File: config.mk
export PLATFORM = sky130hd
export DESIGN_NAME = kuzn_block_feeder_flat
export DESIGN_NICKNAME = d
export VERILOG_FILES = /design/src/rtl/kuzn_block_feeder_if.sv /design/src/rtl/kuzn_block_feeder.sv /design/src/flat_wrapper.sv
export SDC_FILE = /design/constraint.sdc
export NUM_CORES = 1
export LEC_CHECK = 0
export ABC_AREA = 0
export BUFFER_PORTS_ARGS = -buffer_cell sky130_fd_sc_hd__buf_2
export CAP_MARGIN = 20
export CORE_ASPECT_RATIO = 1.25
export CORE_MARGIN = 2
export CORE_UTILIZATION = 55
export CTS_CLUSTER_SIZE = 40
export DETAILED_ROUTE_END_ITERATION = 8
export GPL_TIMING_DRIVEN = 0
export PLACE_DENSITY = 0.81
export REMOVE_ABC_BUFFERS = 1
export SETUP_SLACK_MARGIN = 0.4
export SLEW_MARGIN = 40
export SYNTH_ARGS = -nofsm -noshare
export SYNTH_HDL_FRONTEND = slang
export SYNTH_SLANG_ARGS = --single-unit
File: constraint.sdc
create_clock -name clk_i -period 5.7 [get_ports clk_i]
set_input_delay 1.71 -clock clk_i [delete_from_list [all_inputs] [get_ports clk_i]]
set_output_delay 1.71 -clock clk_i [all_outputs]
set_load 0.02 [all_outputs]
File: src/rtl/kuzn_block_feeder_if.sv
// Stream and cipher-side signal bundle for kuzn_block_feeder.
// Signal names keep their original _i/_o suffixes as seen from the feeder.
// The master modport is the feeder. The slave modport is its surroundings:
// the SoC stream source/sink plus the cipher core.
interface kuzn_block_feeder_if #(
    parameter int unsigned WORD_W = 32,
    parameter int unsigned DATA_W = 128
);
    // input word stream
    logic              s_valid_i;
    logic              s_ready_o;
    logic [WORD_W-1:0] s_data_i;

    // output word stream
    logic              m_valid_o;
    logic              m_ready_i;
    logic [WORD_W-1:0] m_data_o;
    logic              m_last_o;

    // cipher core handshake
    logic              cph_req_o;
    logic [DATA_W-1:0] cph_data_o;
    logic              cph_busy_i;
    logic              cph_valid_i;
    logic [DATA_W-1:0] cph_data_i;
    logic              cph_ack_o;

    modport master (
        input  s_valid_i, s_data_i, m_ready_i,
        input  cph_busy_i, cph_valid_i, cph_data_i,
        output s_ready_o, m_valid_o, m_data_o, m_last_o,
        output cph_req_o, cph_data_o, cph_ack_o
    );

    modport slave (
        output s_valid_i, s_data_i, m_ready_i,
        output cph_busy_i, cph_valid_i, cph_data_i,
        input  s_ready_o, m_valid_o, m_data_o, m_last_o,
        input  cph_req_o, cph_data_o, cph_ack_o
    );
endinterface

File: src/rtl/kuzn_block_feeder.sv
// Word-stream front end for the kuznechik cipher core.
// Four input words (first word = bits [DATA_W-1:DATA_W-WORD_W]) are packed
// into one block, which is handed to the cipher with a one-cycle request.
// The result is collected with the valid/ack handshake and streamed out as
// four words, first word from the top of the block.
// A one-block input buffer lets the next block arrive while the current one
// is in the cipher or still draining. DATA_W must equal 4*WORD_W.
module kuzn_block_feeder #(
    parameter int unsigned WORD_W  = 32,
    parameter int unsigned DATA_W  = 128,
    parameter int unsigned TIMEOUT = 1024,
    parameter int unsigned CNT_W   = 16
) (
    input  logic             clk_i,
    input  logic             reset_i,
    kuzn_block_feeder_if.master bus,
    output logic             timeout_o,
    output logic [CNT_W-1:0] blk_cnt_o
);

    localparam int unsigned TMO_W = $clog2(TIMEOUT) + 1;
    localparam logic [TMO_W-1:0] TMO_LAST = TMO_W'(TIMEOUT - 1);

    typedef enum logic [1:0] {
        C_IDLE,
        C_WAIT,
        C_DRAIN
    } state_e;

    state_e            state_q;

    // input assembler
    logic [DATA_W-1:0] in_buf_q;
    logic [1:0]        in_cnt_q;
    logic [1:0]        in_cnt_d;
    logic              in_full_q;

    // cipher side and output serializer
    logic [DATA_W-1:0] cph_data_q;
    logic              req_q;
    logic              ack_q;
    logic              ack_prev_q;
    logic [DATA_W-1:0] out_buf_q;
    logic [1:0]        wcnt_q;
    logic              m_valid_q;
    logic              m_last_q;
    logic [TMO_W-1:0]  tmo_q;
    logic [TMO_W-1:0]  tmo_d;
    logic              timeout_q;
    logic [CNT_W-1:0]  blk_cnt_q;

    logic              s_hs;
    logic              m_hs;
    logic              launch;
    logic              stale_flush;

    assign s_hs = bus.s_valid_i && !in_full_q;
    assign m_hs = m_valid_q && bus.m_ready_i;

    // Launch decision and counter next-states.
    // The cipher holds valid for one cycle after our ack, so a stale flush is
    // suppressed for the ack cycle and the one after it; otherwise that
    // residual valid would be acknowledged a second time.
    always_comb begin
        launch      = 1'b0;
        stale_flush = 1'b0;
        in_cnt_d    = in_cnt_q + 2'd1;
        tmo_d       = (tmo_q == TMO_LAST) ? tmo_q : tmo_q + TMO_W'(1);
        if (state_q == C_IDLE) begin
            stale_flush = bus.cph_valid_i && !ack_q && !ack_prev_q;
            launch      = in_full_q && !bus.cph_busy_i && !bus.cph_valid_i;
        end
    end

    // Input assembler: shift words in, mark the buffer full on the 4th word.
    always_ff @(posedge clk_i) begin
        if (reset_i) begin
            in_buf_q  <= '0;
            in_cnt_q  <= '0;
            in_full_q <= 1'b0;
        end else begin
            if (s_hs) begin
                in_buf_q <= {in_buf_q[DATA_W-WORD_W-1:0], bus.s_data_i};
                in_cnt_q <= in_cnt_d;
                if (in_cnt_q == 2'd3) begin
                    in_full_q <= 1'b1;
                end
            end else if (launch) begin
                in_full_q <= 1'b0;
            end
        end
    end

    // Cipher FSM: launch, wait for the result with a timeout, drain 4 words.
    always_ff @(posedge clk_i) begin
        if (reset_i) begin
            state_q    <= C_IDLE;
            cph_data_q <= '0;
            req_q      <= 1'b0;
            ack_q      <= 1'b0;
            ack_prev_q <= 1'b0;
            out_buf_q  <= '0;
            wcnt_q     <= '0;
            m_valid_q  <= 1'b0;
            m_last_q   <= 1'b0;
            tmo_q      <= '0;
            timeout_q  <= 1'b0;
            blk_cnt_q  <= '0;
        end else begin
            req_q      <= 1'b0;
            ack_q      <= 1'b0;
            ack_prev_q <= ack_q;
            case (state_q)
                C_IDLE: begin
                    if (stale_flush) begin
                        ack_q <= 1'b1;
                    end
                    if (launch) begin
                        cph_data_q <= in_buf_q;
                        req_q      <= 1'b1;
                        tmo_q      <= '0;
                        state_q    <= C_WAIT;
                    end
                end
                C_WAIT: begin
                    tmo_q <= tmo_d;
                    if (tmo_d == TMO_LAST) begin
                        timeout_q <= 1'b1;
                    end
                    if (bus.cph_valid_i) begin
                        out_buf_q <= bus.cph_data_i;
                        ack_q     <= 1'b1;
                        wcnt_q    <= '0;
                        m_valid_q <= 1'b1;
                        m_last_q  <= 1'b0;
                        state_q   <= C_DRAIN;
                    end
                end
                C_DRAIN: begin
                    if (m_hs) begin
                        if (wcnt_q == 2'd3) begin
                            m_valid_q <= 1'b0;
                            m_last_q  <= 1'b0;
                            blk_cnt_q <= blk_cnt_q + CNT_W'(1);
                            state_q   <= C_IDLE;
                        end else begin
                            out_buf_q <= {out_buf_q[DATA_W-WORD_W-1:0], {WORD_W{1'b0}}};
                            wcnt_q    <= wcnt_q + 2'd1;
                            m_last_q  <= (wcnt_q == 2'd2);
                        end
                    end
                end
                default: begin
                    state_q <= C_IDLE;
                end
            endcase
        end
    end

    assign bus.s_ready_o  = !in_full_q;
    assign bus.m_valid_o  = m_valid_q;
    assign bus.m_data_o   = out_buf_q[DATA_W-1 -: WORD_W];
    assign bus.m_last_o   = m_last_q;
    assign bus.cph_req_o  = req_q;
    assign bus.cph_data_o = cph_data_q;
    assign bus.cph_ack_o  = ack_q;
    assign timeout_o      = timeout_q;
    assign blk_cnt_o      = blk_cnt_q;

endmodule

File: src/flat_wrapper.sv
// flat-port wrapper written by rule: the top's interface ports become plain ports
module kuzn_block_feeder_flat 
#(
    parameter int unsigned WORD_W  = 32,
    parameter int unsigned DATA_W  = 128,
    parameter int unsigned TIMEOUT = 1024,
    parameter int unsigned CNT_W   = 16
)
  (clk_i, reset_i, timeout_o, blk_cnt_o, bus_s_valid_i, bus_s_data_i, bus_m_ready_i, bus_cph_busy_i, bus_cph_valid_i, bus_cph_data_i, bus_s_ready_o, bus_m_valid_o, bus_m_data_o, bus_m_last_o, bus_cph_req_o, bus_cph_data_o, bus_cph_ack_o);
  kuzn_block_feeder_if #(.WORD_W(WORD_W), .DATA_W(DATA_W)) bus_i ();
  input  logic clk_i;
  input  logic reset_i;
  output logic timeout_o;
  output logic [CNT_W-1:0] blk_cnt_o;
  input wire logic [$bits(bus_i.s_valid_i)-1:0] bus_s_valid_i;
  input wire logic [$bits(bus_i.s_data_i)-1:0] bus_s_data_i;
  input wire logic [$bits(bus_i.m_ready_i)-1:0] bus_m_ready_i;
  input wire logic [$bits(bus_i.cph_busy_i)-1:0] bus_cph_busy_i;
  input wire logic [$bits(bus_i.cph_valid_i)-1:0] bus_cph_valid_i;
  input wire logic [$bits(bus_i.cph_data_i)-1:0] bus_cph_data_i;
  output wire logic [$bits(bus_i.s_ready_o)-1:0] bus_s_ready_o;
  output wire logic [$bits(bus_i.m_valid_o)-1:0] bus_m_valid_o;
  output wire logic [$bits(bus_i.m_data_o)-1:0] bus_m_data_o;
  output wire logic [$bits(bus_i.m_last_o)-1:0] bus_m_last_o;
  output wire logic [$bits(bus_i.cph_req_o)-1:0] bus_cph_req_o;
  output wire logic [$bits(bus_i.cph_data_o)-1:0] bus_cph_data_o;
  output wire logic [$bits(bus_i.cph_ack_o)-1:0] bus_cph_ack_o;
  assign bus_i.s_valid_i = bus_s_valid_i;
  assign bus_i.s_data_i = bus_s_data_i;
  assign bus_i.m_ready_i = bus_m_ready_i;
  assign bus_i.cph_busy_i = bus_cph_busy_i;
  assign bus_i.cph_valid_i = bus_cph_valid_i;
  assign bus_i.cph_data_i = bus_cph_data_i;
  assign bus_s_ready_o = bus_i.s_ready_o;
  assign bus_m_valid_o = bus_i.m_valid_o;
  assign bus_m_data_o = bus_i.m_data_o;
  assign bus_m_last_o = bus_i.m_last_o;
  assign bus_cph_req_o = bus_i.cph_req_o;
  assign bus_cph_data_o = bus_i.cph_data_o;
  assign bus_cph_ack_o = bus_i.cph_ack_o;
  kuzn_block_feeder #(.WORD_W(WORD_W), .DATA_W(DATA_W), .TIMEOUT(TIMEOUT), .CNT_W(CNT_W)) u_core (.clk_i(clk_i), .reset_i(reset_i), .bus(bus_i), .timeout_o(timeout_o), .blk_cnt_o(blk_cnt_o));
endmodule
Word level (Yosys, flattened, before mapping)
Index checks and enable logic that the tools add are counted.
- add/subtract/negate cells: 4
- equality and inequality tests: 13
- muxes and demuxes: 33
- bitwise logic cells: 1
- reductions and logical operators: 25
- operator list (cell ; number):
    128-bit two-way mux ; 3
    128-bit case mux with 2 select lines ; 1
    11-bit by 10-bit == test with 1-bit output (second input constant) ; 2
    11-bit two-way mux ; 2
    11-bit case mux with 2 select lines ; 1
    16-bit by 1-bit adder with 16-bit output (second input constant) ; 1
    1-bit two-way mux ; 14
    2-bit two-way mux ; 7
    4-bit AND reduction ; 3
    11-bit by 1-bit adder with 11-bit output (second input constant) ; 1
    2-bit == test (second input constant) ; 4
    2-bit AND reduction ; 4
    1-bit logical AND ; 6
    2-bit by 1-bit inequality test with 1-bit output (second input constant) ; 3
    2-bit inequality test (second input constant) ; 3
    1-bit case mux with 2 select lines ; 3
    2-bit case mux with 3 select lines ; 1
    3-bit AND reduction ; 2
    2-bit nonzero test ; 3
    1-bit zero test ; 5
    2-bit by 1-bit adder with 2-bit output (second input constant) ; 2
    2-bit case mux with 2 select lines ; 1
    2-bit by 1-bit == test with 1-bit output (second input constant) ; 1
    2-bit zero test ; 1
    other kinds (2) ; 2
- register bits: 424
- input port bits: 166
- output and inout bits: 182
- word-level logic and storage cells: 91

Logic depth before layout (Yosys ltp)
Gate-level depths: netlist of the first run.
- word-level depth: 6
- mapped depth: 9

Worst setup path after synthesis of the first run
OpenSTA, ideal clock, no wires.
- path type: input port to flip-flop
- start point: in bus_cph_valid_i
- end point: reg u_core.cph_data_q[100] (netlist: u_core.bus.cph_data_o[100])
- setup time: 0.132 ns
- arrival time: 2.987 ns
- required time: 5.568 ns
- path slack: 2.581 ns
- cell stages on the path: 7
- path buffers: 3
- path through: or3b_1 -> or3_1 -> clkbuf_1 -> clkbuf_1 -> buf_2 -> nand2_1 -> a21oi_1
- longest elaborated chain between the ends: 4
- ends and longest elaborated chain (what ; RTL line ; text):
    from (decl) ; flat_wrapper.sv:19 ; input wire logic [$bits(bus_i.cph_valid_i)-1:0] bus_cph_valid_i;
    1-bit zero test ; kuzn_block_feeder.sv:71 ; launch = in_full_q && !bus.cph_busy_i && !bus.cph_valid_i;
    1-bit logical AND ; kuzn_block_feeder.sv:71 ;
    1-bit two-way mux ; kuzn_block_feeder.sv:69 ; if (state_q == C_IDLE) begin
    2-bit AND reduction (no line) ; n/a ;
    to (signal assigned) ; kuzn_block_feeder.sv:119 ; cph_data_q <= in_buf_q;
    to (decl) ; kuzn_block_feeder.sv:39 ; logic [DATA_W-1:0] cph_data_q;
Every way passes these cells.
A chain may end at the register's enable or synchronous reset.

Final worst setup path of the first run
- start point: reg u_core.state_q[0]
- end point: reg u_core.out_buf_q[69]
- longest elaborated chain between the ends: 3
- ends and longest elaborated chain (what ; RTL line ; text):
    from (decl) ; kuzn_block_feeder.sv:30 ; state_e state_q;
    from (signal assigned) ; kuzn_block_feeder.sv:97 ; state_q <= C_IDLE;
    from (signal assigned) ; kuzn_block_feeder.sv:122 ; state_q <= C_WAIT;
    from (signal assigned) ; kuzn_block_feeder.sv:136 ; state_q <= C_DRAIN;
    2-bit == test or 2-bit by 1-bit == test with 1-bit output (tied branches) ; kuzn_block_feeder.sv:113 ; case (state_q)
    2-bit inequality test (no line) (tied with other cells) ; n/a ;
    4-bit AND reduction (no line) ; n/a ;
    to (signal assigned) ; kuzn_block_feeder.sv:131 ; out_buf_q <= bus.cph_data_i;
    to (signal assigned) ; kuzn_block_feeder.sv:147 ; out_buf_q <= {out_buf_q[DATA_W-WORD_W-1:0], {WORD_W{1'b0}}};
    to (decl) ; kuzn_block_feeder.sv:43 ; logic [DATA_W-1:0] out_buf_q;
Several ways; a longest one is shown, not always the timed one.

==> results of run 1 <==
==> report_power, final <==
part,internal [mW],switching (mW)
Clock,1.58,1.12
Combinational,0.0955,0.145
Sequential,2.99,0.0220
Total,4.67,1.28
==> cell usage in the layout (no fill, tap or decap), drive strengths merged, types with 3 or more instances in the layout <==
cell	synthesis	layout
o21ai	12	12
dfxtp	424	424
a22oi	36	36
nand3	13	13
a311oi	96	96
xor2	4	4
a21oi	272	272
nor2b	5	5
clkinv	0	5
ha	5	5
o31ai	3	3
mux2	3	3
nor2	164	164
nand2	721	721
clkbuf	101	66
diode	0	3
nor3	15	15
inv	8	10
buf	94	390
nand2b	3	3
or3	3	3
and4	4	4
nand4	8	8
xnor2	11	11
==> worst max-delay path: stages (launching register included) <==
cell,delay [ns]
dfxtp_1,0.56
nor2b_1,0.66
and2_2,0.53
o21a_4,0.36
buf_12,0.28
buf_12,0.28
buf_12,0.27
nor2_1,0.07
a311oi_1,0.26
==> area by class of cell <==
| cell class | instances | area (sq um) |
|---|---|---|
| Antenna cell | 3 | 7.507 |
| Clock buffer | 66 | 1232 |
| Clock inverter | 9 | 106.4 |
| Fill cell | 2328 | 9539 |
| Inverter | 8 | 30.03 |
| Multi-Input combinational cell | 1400 | 6673 |
| Sequential cell | 424 | 8488 |
| Tap cell | 396 | 495.5 |
| Timing Repair Buffer | 390 | 2419 |
==> layer usage <==
layer,vias up,share of wire,track usage
met3,86,0.083,0.07479
li1,7196,-,-
met4,4,0.025,0.07747
met5,-,0.00060,0
met1,6726,0.40,0.2970
met2,506,0.49,0.4340
==> logic make-up (layout without fill, tap and decap cells) <==
logic type / after synthesis / after routing / synth area share
AND/OR/NAND/NOR: 948 / 948 / 0.2331
AO/OA/AOI/OAI: 429 / 429 / 0.1637
flip-flops: 424 / 424 / 0.5276
buffers and inverters: 203 / 473 / 0.06144
XOR/XNOR: 15 / 15 / 0.008165
adder cells (fa/ha/maj): 5 / 5 / 0.003888
multiplexers: 3 / 3 / 0.002100
other: 0 / 3 / 0
==> final timing paths <==
check / startpoint / to / slack, ns
min: u_core.bus.cph_data_o[57] / u_core.bus.cph_data_o[57] / 0.45
max: u_core.state_q[0] / u_core.out_buf_q[69] / 2.28
min reg2reg: u_core.bus.cph_data_o[57] / u_core.bus.cph_data_o[57] / 0.45
max reg2reg: u_core.state_q[0] / u_core.out_buf_q[69] / 2.28
==> per-stage QoR <==
stage | instance area [sq um] | utilization | std cells | setup WS [ns]
after CTS | 19440 | 0.6707 | 2693 | 2.297
after global placement | 17360 | 0.5989 | 2575 | -8.504
after global routing | 19450 | 0.6708 | 2694 | 2.044
after detailed placement | 18100 | 0.6245 | 2618 | 1.765
final | 19450 | 0.6710 | 2696 | 2.277
after floorplan | 15130 | - | 1832 | -3.146
==> sequential cells by signal, summed over array words and instances (netlist names) <==
signal                 flops
u_core.blk_cnt_o          16
u_core.in_full_q           1
u_core.state_q             2
u_core.in_cnt_q            2
u_core.ack_prev_q          1
u_core.tmo_q              11
u_core.bus.m_valid_o       1
u_core.bus.cph_req_o       1
u_core.out_buf_q         128
u_core.timeout_o           1
u_core.in_buf_q          128
u_core.bus.cph_data_o    128
u_core.wcnt_q              2
u_core.bus.cph_ack_o       1
u_core.bus.m_last_o        1
==> results.md, run 1 <==
- Status: finished, final reports clean
- Vias per cell: 5.385
- Total number of vias: 14,518
- Global route overflow: 0
- Worst-case vdd ir drop: 0.2590 mV
- Global-route wire length before repair: 64.00 mm
- Worst slew margin: 0.5098
- Post-CTS Repair Setup Buffers: 0
- Largest net degree at the start of global routing: 103
- TritonCTS clock tree: done
- GPL Wtd Cong: 0.8332
- Seq/Total Area, Yosys: 0.5276
- Max Cap Viol: 0
- Final Net Count: 2,436
- HPWL Detailed: 26.32 mm
- Most used DFF post-synth: dfxtp_1
- Count of final setup violators: 0
- Initial Util: 0.5550
- Syn avg cell area: 7.937 sq um
- TritonRoute pass-1 iters: 5
- I/O pin count: 348
- PortBufs: 347
- Routed length per instance: 14.79 microns
- Die height: 195.2 microns
- Die width: 157.0 microns
- CTS sink cnt: 424
- Post-CTS resize count: 0
- Tot Pwr: 5.948 mW
- Initial DRC Count: 1,038
- CTS Buf Count: 41
- Post-synthesis cell type count: 45
- Row cnt: 70
- Hold buffer count at CTS: 0
- WP data arrival: 3.86 ns
- Maximum clock frequency: 0.2921 GHz
- Commonest cells post-synth: nand2_1 (721), dfxtp_1 (424), a21oi_1 (272)
- Hold_ws: 0.4487 ns
- Hold Path Class: reg -> reg
- Startpoint types: flip-flop
- Top cell type's share of synthesized area: 0.5276
- Global-route usage over all layers: 0.2506
- Die area: 0.03065 sq mm
- CTS H-tree depth: 2
- Fin. Hold Viols: 0
- CP Max Fanout: 58
- Max Slew Vio Count: 0
- Post-synth EDFFs: 0
- Most frequent cell after synthesis: nand2_1
- P_leak: 7.667 nW
- Initial antenna violation count: 5
- Mapped Cells: 2,027
- Flops & latches, synth: 424
- Number of global-route vias before repair: 13,320
- CORE AREA: 0.02899 sq mm
- Clock root cell: clkbuf_16
- Ratio of cells with drive above 1 in the final layout: 0.2029
- Setup repair after global routing missed its margin: false
- Worst setup path category: reg -> reg
- Remaining antenna violation count after routing: 0
- Clock transition at the registers of the reported paths: 0.06 ns
- Worst-Margin Slew: 0.7338 ns
- Final WL: 39.88 mm
- Hold Path Stages: 2
- Clock buffer depth: 3
- Final period util: 0.6006
- Top cells by area, synth: dfxtp_1 (53%), nand2_1 (17%), a21oi_1 (8.5%)
- Clock skew: 0.01339 ns
- Synthesis-to-layout area growth: 20.90%
- Post-synth ARST share: 0
- Critical Path RT: 6.14 ns
- Final min period: 3.423 ns
- Post-route DRC: 0
- Reg2Reg Depth: 8
- Clock Latency Late Sink: 0.53 ns
- Power density over the cells: 305.8 mW/mm^2
- Setup TNS: 0 ns
- Cell taking the most area after synthesis: dfxtp_1
- Yosys Warn Count: 0
- Post-synthesis cell area: 0.01609 sq mm
- Crit path capture type: flip-flop
No activity file was read; power rests on OpenSTA's default activity.
==> run 2, diff against run 1 <==
- ABC_AREA: 0 -> 1
- CORE_UTILIZATION: 55 -> 54
- PLACE_DENSITY: 0.81 -> 0.79
- clock period: 5.7 -> 3.5 ns (I/O delays scaled with it)
==> run 2 against run 1 <==
  * Wire length grew 4.0%
  * Clock-buffer cell count decreased by 4
  * Utilization shrank 1.1 points
  * First-iteration DRC count is 13% higher
  * Critical path depth grew 2
  * Fmax grew 19%
  * Total power up 74%
  * Non-clock buffer count decreased by 24
  * Combinational power up 120%
  * Via count rose by 1.8%
  * Final cell count up 2.8%
  * Largest power group unchanged
==> results.md, run 2 <==
- Initial antenna violation count: 7
- Cell taking the most area after synthesis: dfxtp_1
- Placed Cells: 2,691
- Routed length per instance: 14.96 microns
- Seq/Total Area, Yosys: 0.5293
- Worst setup path category: reg -> reg
- Initial DRC Count: 1,168
- Synthesis-to-layout area growth: 20.46%
- FILL cells: 2,557
- Startpoint types: flip-flop
- Met1 wire length: 16.65 mm
- Top cells by area, synth: dfxtp_1 (53%), nor2_1 (13%), o21ai_0 (10%)
- TritonRoute pass-1 iters: 6
- P_leak: 8.946 nW
- RR Endpoint: u_core.out_buf_q[119]
- Status: finished, final reports clean
- Final period util: 0.8242
- R2r startpoint: u_core.state_q[0]
- Count of final setup violators: 0
- GPL Wtd Cong: 0.8285
- Commonest non-fill, non-tap cell in the layout: nor2_1
- Final WL: 41.47 mm
- Die width: 158.1 microns
- Finished Layout Cells: 2,772
- CP Max Fanout: 66
- Die height: 196.7 microns
- R2r setup slk: 0.62 ns
- Final core utilization: 0.6604
- Post-route worst setup slack: 0.6151 ns
- Largest net degree at the start of global routing: 132
- Post-synth ARST share: 0
- Remaining antenna violation count after routing: 0
- Critical Path RT: 3.90 ns
- Worst-Margin Slew: 0.7937 ns
- CORE AREA: 0.02925 sq mm
- Fin. Hold Viols: 0
- Global route overflow: 0
- Clock root cell: clkbuf_16
- Post-synthesis cell area: 0.01604 sq mm
- WP data arrival: 3.29 ns
- Commonest cells post-synth: nor2_1 (547), dfxtp_1 (424), nand2_1 (332)
- Maximum clock frequency: 0.3466 GHz
- Clock transition at the registers of the reported paths: 0.06 ns
- PortBufs: 347
- CTS sink cnt: 424
- Most frequent cell after synthesis: nor2_1
- Hold buffer count at CTS: 0
- DR top layer: met5
- Vias per cell: 5.334
- Most frequent cells in the layout: nor2_1 (547), dfxtp_1 (423), buf_2 (346)
- Reg2Reg Depth: 10
- Mapped Cells: 2,115
- Worst slew margin: 0.4709
- Top delay family on crit path: buffers and inverters
- Post-route DRC: 0
- WHS Endpoint: u_core.ack_prev_q
- Number of global-route vias before repair: 13,642
- Row cnt: 70
- I/O pin count: 348
- Power density over the cells: 536.2 mW/mm^2
- Post-synth EDFFs: 0
- Buf/Inv on CP: 5
- HPWL Detailed: 25.17 mm
- Setup TNS: 0 ns
- Worst slack at placement: -0.1586 ns
- Global-route usage over all layers: 0.2546
- Crit path capture type: flip-flop
- Crit path from: u_core.state_q[0]
- Global-route wire length before repair: 65.66 mm
- Met2 WL: 19.82 mm
- Routed wl met3: 3.868 mm
- Total number of vias: 14,786
- Final min period: 2.885 ns
- Clock buffer depth: 3
- Max Cap Viol: 0
- Cell Area, Placed: 0.01776 sq mm
- Die area: 0.03110 sq mm
- Crit path cell chain: inv_2 > nand2_8 > inv_8 > buf_16 > nand2_1 > nand2_8 > inv_8 > buf_16 > o21ai_0 > a31oi_1
- Largest stage delay on the critical path: 0.35 ns
- Ratio of cells with drive above 1 in the final layout: 0.1934
- Most used DFF post-synth: dfxtp_1
- CTS Buf Count: 42
- Initial Util: 0.5482
- Post-synthesis cell type count: 36
- Setup repair after global routing missed its margin: false
- Min-delay src: u_core.bus.cph_ack_o
- Hold Path Class: reg -> reg
- Syn avg cell area: 7.583 sq um
- Hold Path Stages: 2
- CTS H-tree depth: 2
- Worst-case vdd ir drop: 0.3759 mV
- Yosys Warn Count: 0
- Final Net Count: 2,512
- CP max stage cell: dfxtp_1
- Max Slew Vio Count: 0
- Clock Latency Late Sink: 0.54 ns
- Design area: 0.01932 sq mm
- TritonCTS clock tree: done
- Clock skew: 0.01332 ns
- Flops & latches, synth: 424
- Top cell type's share of synthesized area: 0.5293
==> run 2: logic make-up (layout without fill, tap and decap cells) <==
logic type,after synthesis,in the layout,synth area share
buffers and inverters,227,484,0.06647
AO/OA/AOI/OAI,530,530,0.1741
other,0,3,0
XOR/XNOR,3,3,0.001639
flip-flops,424,424,0.5293
AND/OR/NAND/NOR,926,927,0.2247
adder cells (fa/ha/maj),5,5,0.003901
==> run 2: worst reg2reg max path, delay by kind of cell (launching register included) <==
kind	cells	cell delay, ns
buffers and inverters	5	1.31
DFF	1	0.35
and+or+nand+nor	3	0.77
AOI/OAI and AO/OA	2	0.32
==> run 2: how the worst max path moves through the flow <==
stage / endpoint / slack [ns] / cells past startpoint
2_1_floorplan: u_core.in_full_q / -2.76 / 6
3_3_place_gp: u_core.in_full_q / -8.11 / 7
3_5_place_dp: u_core.out_buf_q[119] / -0.16 / 9
4_1_cts: u_core.out_buf_q[119] / 0.50 / 10
5_1_grt: u_core.out_buf_q[119] / 0.43 / 10
6_report: u_core.out_buf_q[119] / 0.62 / 10
==> run 2: layer usage <==
layer	vias to the layer above	track usage
li1	7340	-
met1	6791	0.3059
met2	557	0.4333
met3	92	0.07828
met4	6	0.08208
met5	-	0
==> run 2: stage by stage <==
stage          total power, mW  hold slack, ns
6_report                 10.36          0.4541
3_3_place_gp             5.673          0.4346
2_1_floorplan            5.446          0.4349
4_1_cts                  10.44          0.4560
5_1_grt                  10.71          0.4671
3_5_place_dp             5.673          0.4496
==> run 2: cell type report <==
| class | count | area, sq um | share of cell area |
|---|---|---|---|
| clock buffer | 62 | 1290 | 0.06677 |
| multi-input combinational | 1465 | 6531 | 0.3381 |
| clock inverter | 14 | 207.7 | 0.01075 |
| inverter | 42 | 196.4 | 0.01017 |
| antenna | 3 | 7.507 | 0.0003886 |
| sequential | 424 | 8489 | 0.4394 |
| tap | 396 | 495.5 | 0.02565 |
| timing repair buffer | 366 | 2102 | 0.1088 |
==> run 2: power breakdown <==
part	internal, mW	total [mW]	switching, mW
combinational	0.206	0.526	0.320
sequential	4.96	5.05	0.0827
clock	2.93	4.79	1.86
==> run 2: repair_timing <==
action / 4_1_cts / 5_1_grt
gates cloned: 1 / 1
gates resized for setup: 4 / 0
setup endpoints to repair: 97 / 65
pin swaps: 1 / 0
setup buffers: 0 / 0
==> run 3, diff against run 2 <==
- ABC_AREA: 1 -> 0
- CORE_UTILIZATION: 54 -> 49
- PLACE_DENSITY: 0.79 -> 0.76
- clock period: 3.5 -> 2.6 ns (I/O delays scaled with it)
==> run 3 against run 2 <==
  * Register-to-register slack worse by 0.11 ns
  * First-iteration DRC count fell by 5.5%
  * Sequential power increased by 31%
  * Clock power is 17% higher
  * Global-route usage fell by 2.3 points
  * Non-clock buffer count up 35
  * Fmax grew 38%
  * Setup slack worse by 0.11 ns
  * Critical path type unchanged
  * Critical endpoint is now u_core.out_buf_q[55]
==> results.md, run 3 (synthesis results as in run 1) <==
- Die area: 0.03431 sq mm
- Worst-Margin Slew: 0.6264 ns
- Max Slew Vio Count: 0
- Number of global-route vias before repair: 13,552
- Routed length per instance: 15.34 microns
- CTS H-tree depth: 2
- Critical Path RT: 3.02 ns
- CP Max Fanout: 31
- Hold Path Stages: 2
- WHS Endpoint: u_core.bus.cph_data_o[101]
- FILL cells: 2,825
- Largest net degree at the start of global routing: 102
- Flip-flop and latch area: 0.008497 sq mm
- Area of the multi-input gates: 0.006736 sq mm
- Worst setup path category: reg -> reg
- Clock root cell: clkbuf_16
- PortBufs: 347
- P_leak: 7.714 nW
- WP data arrival: 2.51 ns
- Final period util: 0.8050
- Ratio of cells with drive above 1 in the final layout: 0.2109
- CTS Buf Count: 41
- Power density over the cells: 650.4 mW/mm^2
- Die height: 206.6 microns
- Met1 Use GR: 0.2790
- Startpoint types: flip-flop
- Total number of vias: 14,604
- Fin. Hold Viols: 0
- Row cnt: 74
- TritonCTS clock tree: done
- Final Net Count: 2,451
- Met3 usage: 0.05682
- Worst slew margin: 0.5809
- Global route overflow: 0
- GPL Wtd Cong: 0.8461
- Final min period: 2.093 ns
- Hold_ws: 0.4493 ns
- Min-delay src: u_core.in_buf_q[101]
- Initial DRC Count: 1,104
- Tot Pwr: 12.76 mW
- Reg2Reg Depth: 7
- TritonRoute pass-1 iters: 6
- Antenna Cells: 0
- Hold buffer count at CTS: 0
- Global-route usage over all layers: 0.2319
- Clock Latency Late Sink: 0.53 ns
- Setup repair after global routing missed its margin: false
- CORE AREA: 0.03250 sq mm
- R2r startpoint: u_core.wcnt_q[0]
- I/O pin count: 348
- Vias per cell: 5.365
- RR Endpoint: u_core.out_buf_q[55]
- Max Cap Viol: 0
- Clock transition at the registers of the reported paths: 0.06 ns
- Post-route DRC: 0
- Met2 Use GR: 0.4093
- Status: finished, final reports clean
- Crit path capture type: flip-flop
- Clock skew: 0.01142 ns
- R2r setup slk: 0.51 ns
- CTS sink cnt: 424
- Synthesis-to-layout area growth: 21.92%
- Die width: 166.1 microns
- Final WL: 41.75 mm
- Commonest non-fill, non-tap cell in the layout: nand2_1
- Maximum clock frequency: 0.4778 GHz
- Most frequent cells in the layout: nand2_1 (719), dfxtp_1 (421), buf_2 (348)
- Worst-case vdd ir drop: 0.5241 mV
- Initial Util: 0.4951
- Count of final setup violators: 0
- HPWL Detailed: 26.58 mm
- Gr busiest metal: met2
- Initial antenna violation count: 2
- Remaining antenna violation count after routing: 0
- Clock buffer depth: 3
- Global-route wire length before repair: 66.94 mm
- Hold Path Class: reg -> reg
[run 3: cell types whose count changed in the layout (fill, tap and decap cells not counted), sizes merged, moves of 32 or more]
cell	delta
a22oi	+35
inv	-32
buf	+33
a311oi	+96
a31oi	-95
nor2	-386
nand2	+384
o21ai	-353
a21oi	+209
[run 3: how the worst max path moves through the flow]
| stage | startpoint | to | slack, ns | cells after the start |
|---|---|---|---|---|
| final | u_core.wcnt_q[0] | u_core.out_buf_q[55] | 0.51 | 7 |
| after global routing | u_core.wcnt_q[0] | u_core.out_buf_q[55] | 0.42 | 7 |
| after CTS | u_core.wcnt_q[0] | u_core.out_buf_q[55] | 0.40 | 8 |
| after detailed placement | u_core.state_q[0] | u_core.out_buf_q[55] | -1.01 | 8 |
| after global placement | bus_cph_valid_i | u_core.bus.cph_data_o[90] | -10.20 | 5 |
| after floorplan | bus_cph_valid_i | u_core.bus.cph_data_o[0] | -5.32 | 4 |
[run 3: final cells by class]
class	count	area share
flip-flops and latches	424	0.4332
multi-input cells	1404	0.3434
repair buffers	401	0.1321
clock buffers	59	0.05932
well taps	418	0.02666
clock inverters	8	0.003827
inverters	8	0.001531
[run 3: per-stage QoR]
step	cells	instance area, sq um	setup TNS, ns	setup WS (ns)	util
global placement	2597	17390	-3043.04	-10.20	0.5351
global route	2722	19620	0	0.4161	0.6036
finish	2722	19620	0	0.5070	0.6036
detailed placement	2637	18100	-76.30	-1.008	0.5569
CTS	2716	19530	0	0.3983	0.6010
floorplan	1832	15130	-1501.40	-5.316	-
[run 3: report_power, final]
| part | leakage [nW] | switching [mW] | internal (mW) | total (mW) |
|---|---|---|---|---|
| sequential | 3.43 | 0.0481 | 6.56 | 6.61 |
| combinational | 3.68 | 0.318 | 0.209 | 0.527 |
| clock | 0.608 | 2.43 | 3.20 | 5.62 |
[run 3: worst max-delay path, stage by stage, from the launching register on]
cell and delay (ns):
dfxtp_1 0.38, ha_2 0.31, nor2_4 0.08, o21a_4 0.24
buf_12 0.17, buf_16 0.18, bufbuf_16 0.31, a311oi_1 0.28
[run 3: routing by layer]
metal,wire (microns),share of wire
met1,17150,0.41
met2,20500,0.49
met3,3070,0.074
met4,1003,0.024
met5,22,0.00053
[run 3: timing repair]
action,in CTS,in global routing
pin swaps,4,2
hold endpoints to repair,0,0
gates cloned,6,1
setup buffers,6,5
setup endpoints to repair,190,66
resized for setup,16,6
